### src/rtl/key_unlock_loader.sv
// Serial key provisioning front end: receives a framed, parity-protected unlock key and drives
// the key bus of a logic-locked core, with a decoy key and a permanent brute-force lockout.
module key_unlock_loader #(
  parameter int unsigned      KEY_W    = 10,
  parameter logic [KEY_W-1:0] DECOY    = '0,
  parameter int unsigned      MAX_FAIL = 3,
  parameter int unsigned      TIMEOUT  = 16
) (
  input  logic                              clk,
  input  logic                              rst_n,
  input  logic                              start,
  input  logic                              sdi,
  input  logic                              sdi_vld,
  output logic                              busy,
  output logic [KEY_W-1:0]                  key_out,
  output logic                              key_ok,
  output logic                              fail,
  output logic                              lockout,
  output logic [$clog2(MAX_FAIL+1)-1:0]     fail_cnt
);

  localparam int unsigned FCW = $clog2(MAX_FAIL + 1);
  localparam int unsigned BCW = $clog2(KEY_W + 1);
  localparam int unsigned TCW = $clog2(TIMEOUT + 1);

  localparam logic [FCW-1:0] MaxFailC = FCW'(MAX_FAIL);
  localparam logic [BCW-1:0] LastBit  = BCW'(KEY_W - 1);
  localparam logic [TCW-1:0] TmoLast  = TCW'(TIMEOUT - 1);

  typedef enum logic [2:0] {StIdle, StShift, StPar, StCheck, StLock} state_e;

  state_e           state_q;
  logic [KEY_W-1:0] shreg_q;
  logic [BCW-1:0]   bit_cnt_q;
  logic [TCW-1:0]   tmo_cnt_q;
  logic             par_q;

  logic [FCW-1:0]   fail_cnt_inc;
  logic             fail_locks;
  logic             parity_good;

  // Saturating increment; reaching MAX_FAIL on a bad frame is what sends us to lockout.
  assign fail_cnt_inc = (fail_cnt == MaxFailC) ? fail_cnt : fail_cnt + FCW'(1);
  assign fail_locks   = (fail_cnt_inc == MaxFailC);
  assign parity_good  = ~^{shreg_q, par_q};

  assign busy    = (state_q == StShift) || (state_q == StPar) || (state_q == StCheck);
  assign lockout = (state_q == StLock);

  always_ff @(posedge clk or negedge rst_n) begin
    if (!rst_n) begin
      state_q   <= StIdle;
      shreg_q   <= '0;
      bit_cnt_q <= '0;
      tmo_cnt_q <= '0;
      par_q     <= 1'b0;
      key_out   <= DECOY;
      key_ok    <= 1'b0;
      fail      <= 1'b0;
      fail_cnt  <= '0;
    end else begin
      fail <= 1'b0;
      case (state_q)
        StIdle: begin
          if (start) begin
            state_q   <= StShift;
            key_out   <= DECOY;
            key_ok    <= 1'b0;
            shreg_q   <= '0;
            bit_cnt_q <= '0;
            tmo_cnt_q <= '0;
          end
        end
        StShift, StPar: begin
          if (start) begin
            // Restart: drop the partial frame, any beat in this cycle is discarded.
            state_q   <= StShift;
            shreg_q   <= '0;
            bit_cnt_q <= '0;
            tmo_cnt_q <= '0;
          end else if (sdi_vld) begin
            tmo_cnt_q <= '0;
            if (state_q == StShift) begin
              shreg_q   <= {shreg_q[KEY_W-2:0], sdi};
              bit_cnt_q <= bit_cnt_q + BCW'(1);
              if (bit_cnt_q == LastBit) state_q <= StPar;
            end else begin
              par_q   <= sdi;
              state_q <= StCheck;
            end
          end else if (tmo_cnt_q == TmoLast) begin
            fail     <= 1'b1;
            fail_cnt <= fail_cnt_inc;
            state_q  <= fail_locks ? StLock : StIdle;
          end else begin
            tmo_cnt_q <= tmo_cnt_q + TCW'(1);
          end
        end
        StCheck: begin
          if (parity_good) begin
            key_out  <= shreg_q;
            key_ok   <= 1'b1;
            fail_cnt <= '0;
            state_q  <= StIdle;
          end else begin
            fail     <= 1'b1;
            fail_cnt <= fail_cnt_inc;
            state_q  <= fail_locks ? StLock : StIdle;
          end
        end
        StLock: begin
          key_out <= DECOY;
          key_ok  <= 1'b0;
        end
        default: state_q <= StIdle;
      endcase
    end
  end

endmodule

### config.mk
export PLATFORM = sky130hd
export DESIGN_NAME = key_unlock_loader
export DESIGN_NICKNAME = d
export VERILOG_FILES = /design/src/rtl/key_unlock_loader.sv
export SDC_FILE = /design/constraint.sdc
export NUM_CORES = 1
export LEC_CHECK = 0
export ABC_AREA = 1
export CAP_MARGIN = 20
export CORE_MARGIN = 2
export CORE_UTILIZATION = 56
export CTS_CLUSTER_SIZE = 30
export DETAILED_ROUTE_END_ITERATION = 12
export PLACE_DENSITY = 0.89
export RECOVER_POWER = 25
export SETUP_SLACK_MARGIN = 0.5
export SKIP_CTS_REPAIR_TIMING = 1
export SYNTH_ARGS = -nofsm -noshare
export SYNTH_HDL_FRONTEND = slang
export SYNTH_SLANG_ARGS = --single-unit
### constraint.sdc
create_clock -name clk -period 1.8 [get_ports clk]
set_input_delay 0.18 -clock clk [delete_from_list [all_inputs] [get_ports clk]]
set_output_delay 0.18 -clock clk [all_outputs]
set_load 0.01 [all_outputs]
## After elaboration in Yosys (flattened, before gate mapping)

Cells that the tools add are included.

| storage, ports and cells | value |
|---|---|
| bits in registers | 37 |
| bits in latches | 0 |
| RAM bits | 0 |
| ROM bits | 0 |
| input bits | 5 |
| output and inout bits | 16 |
| logic and storage cells | 87 |
| memories | 0 |

| cells by class | value |
|---|---|
| add/subtract/negate cells | 3 |
| $mul | 0 |
| div/mod/pow operators | 0 |
| $lt $le $gt $ge | 0 |
| equality and inequality tests | 18 |
| shifts and indexed selects | 0 |
| multiplexer cells | 40 |
| bitwise logic cells | 3 |
| reductions and logical operators | 14 |

Operator list:

| kind | number |
|---|---|
| two-way mux 10 bit | 5 |
| case mux 10 bit (3 select lines) | 1 |
| two-way mux 3 bit | 8 |
| two-way mux 5 bit | 4 |
| case mux 10 bit (2 select lines) | 1 |
| two-way mux 4 bit | 4 |
| AND reduction 4 bit | 4 |
| case mux 3 bit (4 select lines) | 1 |
| XNOR reduction 11 bit | 1 |
| two-way mux 2 bit | 5 |
| inequality test 2 bit, second input constant | 5 |
| case mux 5 bit (2 select lines) | 1 |
| inequality test 4 bit, second input constant | 2 |
| case mux 4 bit (2 select lines) | 1 |
| equality test 3 x 2 -> 1 bit, second input constant | 2 |
| two-way mux 1 bit | 6 |
| inequality test 3 bit, second input constant | 2 |
| AND reduction 3 bit | 2 |
| adder 5 x 1 -> 5 bit, second input constant | 1 |
| equality test 5 x 4 -> 1 bit, second input constant | 1 |
| inequality test 5 bit, second input constant | 1 |
| adder 4 x 1 -> 4 bit, second input constant | 1 |
| equality test 2 bit, second input constant | 2 |
| equality test 4 bit, second input constant | 1 |
| other kinds (12) | 16 |

## Logic depth before layout (Yosys ltp)

| logic depth | value |
|---|---|
| depth in word-level cells | 8 |
| mapped depth | 13 |
| gate-level depth less buffers | 12 |

## Worst setup path before layout

No wires, ideal clock.

| timing | value |
|---|---|
| kind | reg-to-reg |
| from | register tmo_cnt_q[0] |
| to | register tmo_cnt_q[3] |
| library setup time | 118 ps |
| arrival time | 1348 ps |
| data required time | 1682 ps |
| setup slack | 333 ps |
| cell stages (with the launch flop) | 10 |
| path buffers | 0 |
| clock period less this slack | 1467 ps |
| cells stage by stage | dfrtp_1 > ha_1 > nand2_1 > nor2_1 > ha_1 > nand2_1 > nand2_2 > nor2_1 > xor2_1 > nor2_1 |

| on the way | value |
|---|---|
| cells in the longest elaborated chain, start to end | 5 |
| elaborated cells between the ends (all ways) | 8 |
| classes of those cells | 1 x add/sub; 2 x eq/ne; 4 x mux; 1 x reduce/logical |

RTL lines:

| what | line | text |
|---|---|---|
| start, declared | 35 | `logic [TCW-1:0] tmo_cnt_q;` |
| start signal, assigned | 96 | `tmo_cnt_q <= tmo_cnt_q + TCW'(1);` |
| adder 5 x 1 -> 5 bit | 96 |  |
| two-way mux 5 bit | 91 | `end else if (tmo_cnt_q == TmoLast) begin` |
| two-way mux 5 bit | 81 | `end else if (sdi_vld) begin` |
| two-way mux 5 bit | 75 | `if (start) begin` |
| case mux 5 bit (2 select lines) | 63 | `case (state_q)` |

Several ways; a longest one is shown, not always the timed one. The select of a mux whose other input is x is not followed.
A chain may end at the register's enable or synchronous reset.

## Worst setup path in the final report

| timing | value |
|---|---|
| from | register shreg_q[4] |
| to | register key_out[0] |

| on the way | value |
|---|---|
| cells in the longest elaborated chain, start to end | 3 |

RTL lines:

| what | line | text |
|---|---|---|
| start, declared | 33 | `logic [KEY_W-1:0] shreg_q;` |
| start signal, assigned | 84 | `shreg_q <= {shreg_q[KEY_W-2:0], sdi};` |
| XNOR reduction 11 bit | 45 | `assign parity_good = ~^{shreg_q, par_q};` |
| inequality test 2 bit (no source line) | - |  |
| AND reduction 3 bit (no source line) | - |  |
| end signal, assigned | 101 | `key_out <= shreg_q;` |
| end, declared | 15 | `output logic [KEY_W-1:0] key_out,` |

No other way between the ends.

==> flow_metrics.env <==
export IMPL_yosys_top_cells_area="dfrtp_1, nand2_1, o22ai_2, nand3_1, inv_1"
export IMPL_synth_cell_types=29
export IMPL_leakage_uw=0.001644
export IMPL_cts_buffers_inserted=5
export IMPL_relSlewSlack_pct=39.98
export IMPL_utilization_pct=85.45
export IMPL_wire_per_inst_um=19.77
export IMPL_powerDensity_nw_per_um2=1291
export IMPL_cp_startpoint="shreg_q[4]$_DFFE_PN0P_"
export IMPL_start_util_pct=58.64
export IMPL_period_minus_slack_ns=1.745
export IMPL_drive_gt1_share_pct=41.55
export IMPL_final_cells=342
export IMPL_dieArea_um2=3984
export IMPL_slew_violations=0
export IMPL_viasPerCell=6.076
export IMPL_drv_cap=0
export IMPL_finalCritPeriodShare_pct=96.97
export IMPL_clk_pin_slew_ns=0.12
export IMPL_worstSetupStartpointType="flop"
export IMPL_setup_violations=0
export IMPL_slowest_delay_ns=0.43
export IMPL_synthToLayoutAreaGrowth_pct=45.72
export IMPL_min_to="shreg_q[0]$_DFFE_PN0P_"
export IMPL_path_max_fanout=6
export IMPL_synth_most_common_cell="nand2_1"
export IMPL_antenna_found_initial=0
export IMPL_synth_top_flop_cell="dfrtp_1"
export IMPL_synth_edf_count=0
export IMPL_fin_setup_tns_ns=0
export IMPL_cts_tree="yes"
export IMPL_core_area_um2=3337
export IMPL_cp_arrival_ns=2.02
export IMPL_clk_path_buf_depth=2
export IMPL_finClkSkew_ns=0.01758
export IMPL_critPathTopFamily="simple AND/OR/NAND/NOR gates"
export IMPL_grt_ovfl_total=0
export IMPL_routed_wl_mm=6.760
export IMPL_yosys_area_share_simple_pct=27.17
export IMPL_holdWs_ns=0.3899
export IMPL_grt_usage_pct=23.70
export IMPL_synthCells=239
export IMPL_diodes=0
export IMPL_synth_top_area_share_pct=47.31
export IMPL_rr_endpoint="key_out[0]$_DFFE_PN0P_"
export IMPL_drt_initial_drc_count=257
export IMPL_gp_congestion=0.8697
export IMPL_critPathKind="flop to flop"
export IMPL_crit_path_end_kind="flop"
export IMPL_rows=21
export IMPL_yosysWarnings=0
export IMPL_ir_drop_mv=0.9603
export IMPL_muxShareOfSynthArea_pct=0.5115
export IMPL_grt_pass1_vias=1636
export IMPL_htree_levels=2
export IMPL_clk_insertion_delay_late_ns=0.38
export IMPL_dieHeight_um=63.12
export IMPL_cp_required_ns=2.07
export IMPL_crit_slowest_cell="dfrtp_1"
export IMPL_dpl_hpwl_mm=2.977
export IMPL_final_hold_viol_count=0
export IMPL_synth_compound_area_share_pct=11.96
export IMPL_worst_pin_slew_ns=0.9003
export IMPL_r2r_start="shreg_q[4]$_DFFE_PN0P_"
export IMPL_root_buffer="clkbuf_4"
export IMPL_grt_max_degree=38
export IMPL_path_buf_inv=1
export IMPL_drc=0
export IMPL_die_w_um=63.12
export IMPL_ios=21
export IMPL_dr_pass1_iters=6
export IMPL_synth_seq_area_share_pct=47.31
export IMPL_synth_top_family_by_area="simple AND/OR/NAND/NOR gates"
export IMPL_synth_net_count=249
export IMPL_reg2reg_slack_ns=0.05
export IMPL_finalPower_uw=3680
export IMPL_min_path_type="input pin to flop"
export IMPL_path_cells="inv_1 > nand2_1 > nand2_1 > nand3_1 > nand2_1 > nand3_2 > nand3_4 > nand2_8 > nand2_2 > nand2_1"
export IMPL_num_nets_final=305
export IMPL_antenna_left=0
export IMPL_clock_sinks=37
export IMPL_synth_async_sr_flop_share_pct=100.0
export IMPL_grt_pass1_wl_mm=7.258
export IMPL_port_buffers=20
export IMPL_yosys_area_share_adder_pct=3.197
export IMPL_cpMostUsedCell="nand2_1"
export IMPL_n_fill_cell=151
export IMPL_ff2ff_path_depth=10
export IMPL_synth_seq_cells=37
export IMPL_syn_area_um2=1957
export IMPL_num_vias=2078
export IMPL_synth_xor_area_share_pct=1.343
export IMPL_worstHoldStart="sdi"
export IMPL_grt_setup_unrepaired="true"
export IMPL_yosysTopAreaCell="dfrtp_1"
export IMPL_dpl_cell_count=304
export IMPL_syn_area_per_cell_um2=8.188
export IMPL_status="finished clean"
export IMPL_worstHoldPathCells=3
export IMPL_synth_commonest_cells="nand2_1, dfrtp_1, inv_1"
export IMPL_max_freq_mhz=572.9
[area by class of cell]
cell class | instances | area [µm²] | share of cell area, %
clock inverter | 2 | 37.54 | 1.316
clock buffer | 6 | 51.30 | 1.799
timing repair buffer | 53 | 501.7 | 17.60
sequential | 37 | 932.1 | 32.69
tap | 46 | 57.56 | 2.018
inverter | 36 | 137.6 | 4.827
multi-input combinational | 162 | 1134 | 39.75
[worst max path at each step]
stage	cells past startpoint	to	slack [ns]
floorplan	9	tmo_cnt_q[3]$_DFFE_PN0P_	0.39
global placement	9	tmo_cnt_q[3]$_DFFE_PN0P_	0.11
detailed placement	11	bit_cnt_q[2]$_DFFE_PN0P_	0.01
CTS	4	lockout	-0.21
global route	11	key_out[0]$_DFFE_PN0P_	-0.04
finish	10	key_out[0]$_DFFE_PN0P_	0.05
[cell families after synthesis]
group / count (synthesis)
and+or+nand+nor: 123
AOI/OAI and AO/OA: 29
adders and majority gates: 5
DFF: 37
muxes: 1
xor gates and xnor gates: 3
buffers and inverters: 41
[worst register-to-register path, stage by stage (launching register included)]
cell	delay, ns
dfrtp_1	0.43
inv_1	0.19
nand2_1	0.12
nand2_1	0.08
nand3_1	0.08
nand2_1	0.13
nand3_2	0.16
nand3_4	0.19
nand2_8	0.12
nand2_2	0.11
nand2_1	0.06
[layer usage]
layer  global-route usage (%)  routed length, µm  up-vias  share of wire, %
li1                         -                  -      875                 -
met1                    28.94               2446      996                36
met2                    38.16               3430      164                51
met3                    7.679                551       43               8.2
met4                    10.83                331        0               4.9
met5                        0                  0        -                 0
[cells in the final DEF, fill, tap and decap left out, drive strengths merged]
| master | Yosys | final |
|---|---|---|
| nand2 | 79 | 80 |
| clkbuf | 1 | 8 |
| o22ai | 11 | 11 |
| mux2i | 1 | 1 |
| nand4 | 1 | 1 |
| inv | 36 | 36 |
| bufinv | 0 | 1 |
| dlymetal6s2s | 0 | 15 |
| dfrtp | 37 | 37 |
| buf | 4 | 32 |
| a211oi | 1 | 1 |
| clkdlybuf4s50 | 0 | 3 |
| o21ai | 8 | 8 |
| xnor2 | 1 | 1 |
| clkinvlp | 0 | 1 |
| nand3 | 23 | 23 |
| ha | 5 | 5 |
| a21oi | 7 | 7 |
| dlygate4sd3 | 0 | 1 |
| nor2 | 18 | 18 |
| nor3 | 2 | 2 |
| o21a | 1 | 1 |
| xor2 | 2 | 2 |
| o41ai | 1 | 1 |
[report_power, final]
| group | switching (µW) | internal, µW |
|---|---|---|
| clock network | 328 | 330 |
| logic | 1210 | 749 |
| registers | 128 | 940 |
[flip-flops by register name (all words and copies together), names as in the netlist]
name,flops
bit_cnt_q,4
fail,1
fail_cnt,2
key_ok,1
key_out,10
par_q,1
shreg_q,10
state_q,3
tmo_cnt_q,5
[through the flow]
stage	cell area (µm²)	setup WS, ns
final	2851	0.05461
after global routing	2851	-0.03841
after CTS	2355	-0.2084
after detailed placement	2266	0.01375
after global placement	2266	0.1125
after floorplan	2016	0.3876
Note: power is estimated with default switching activity, not from simulation.
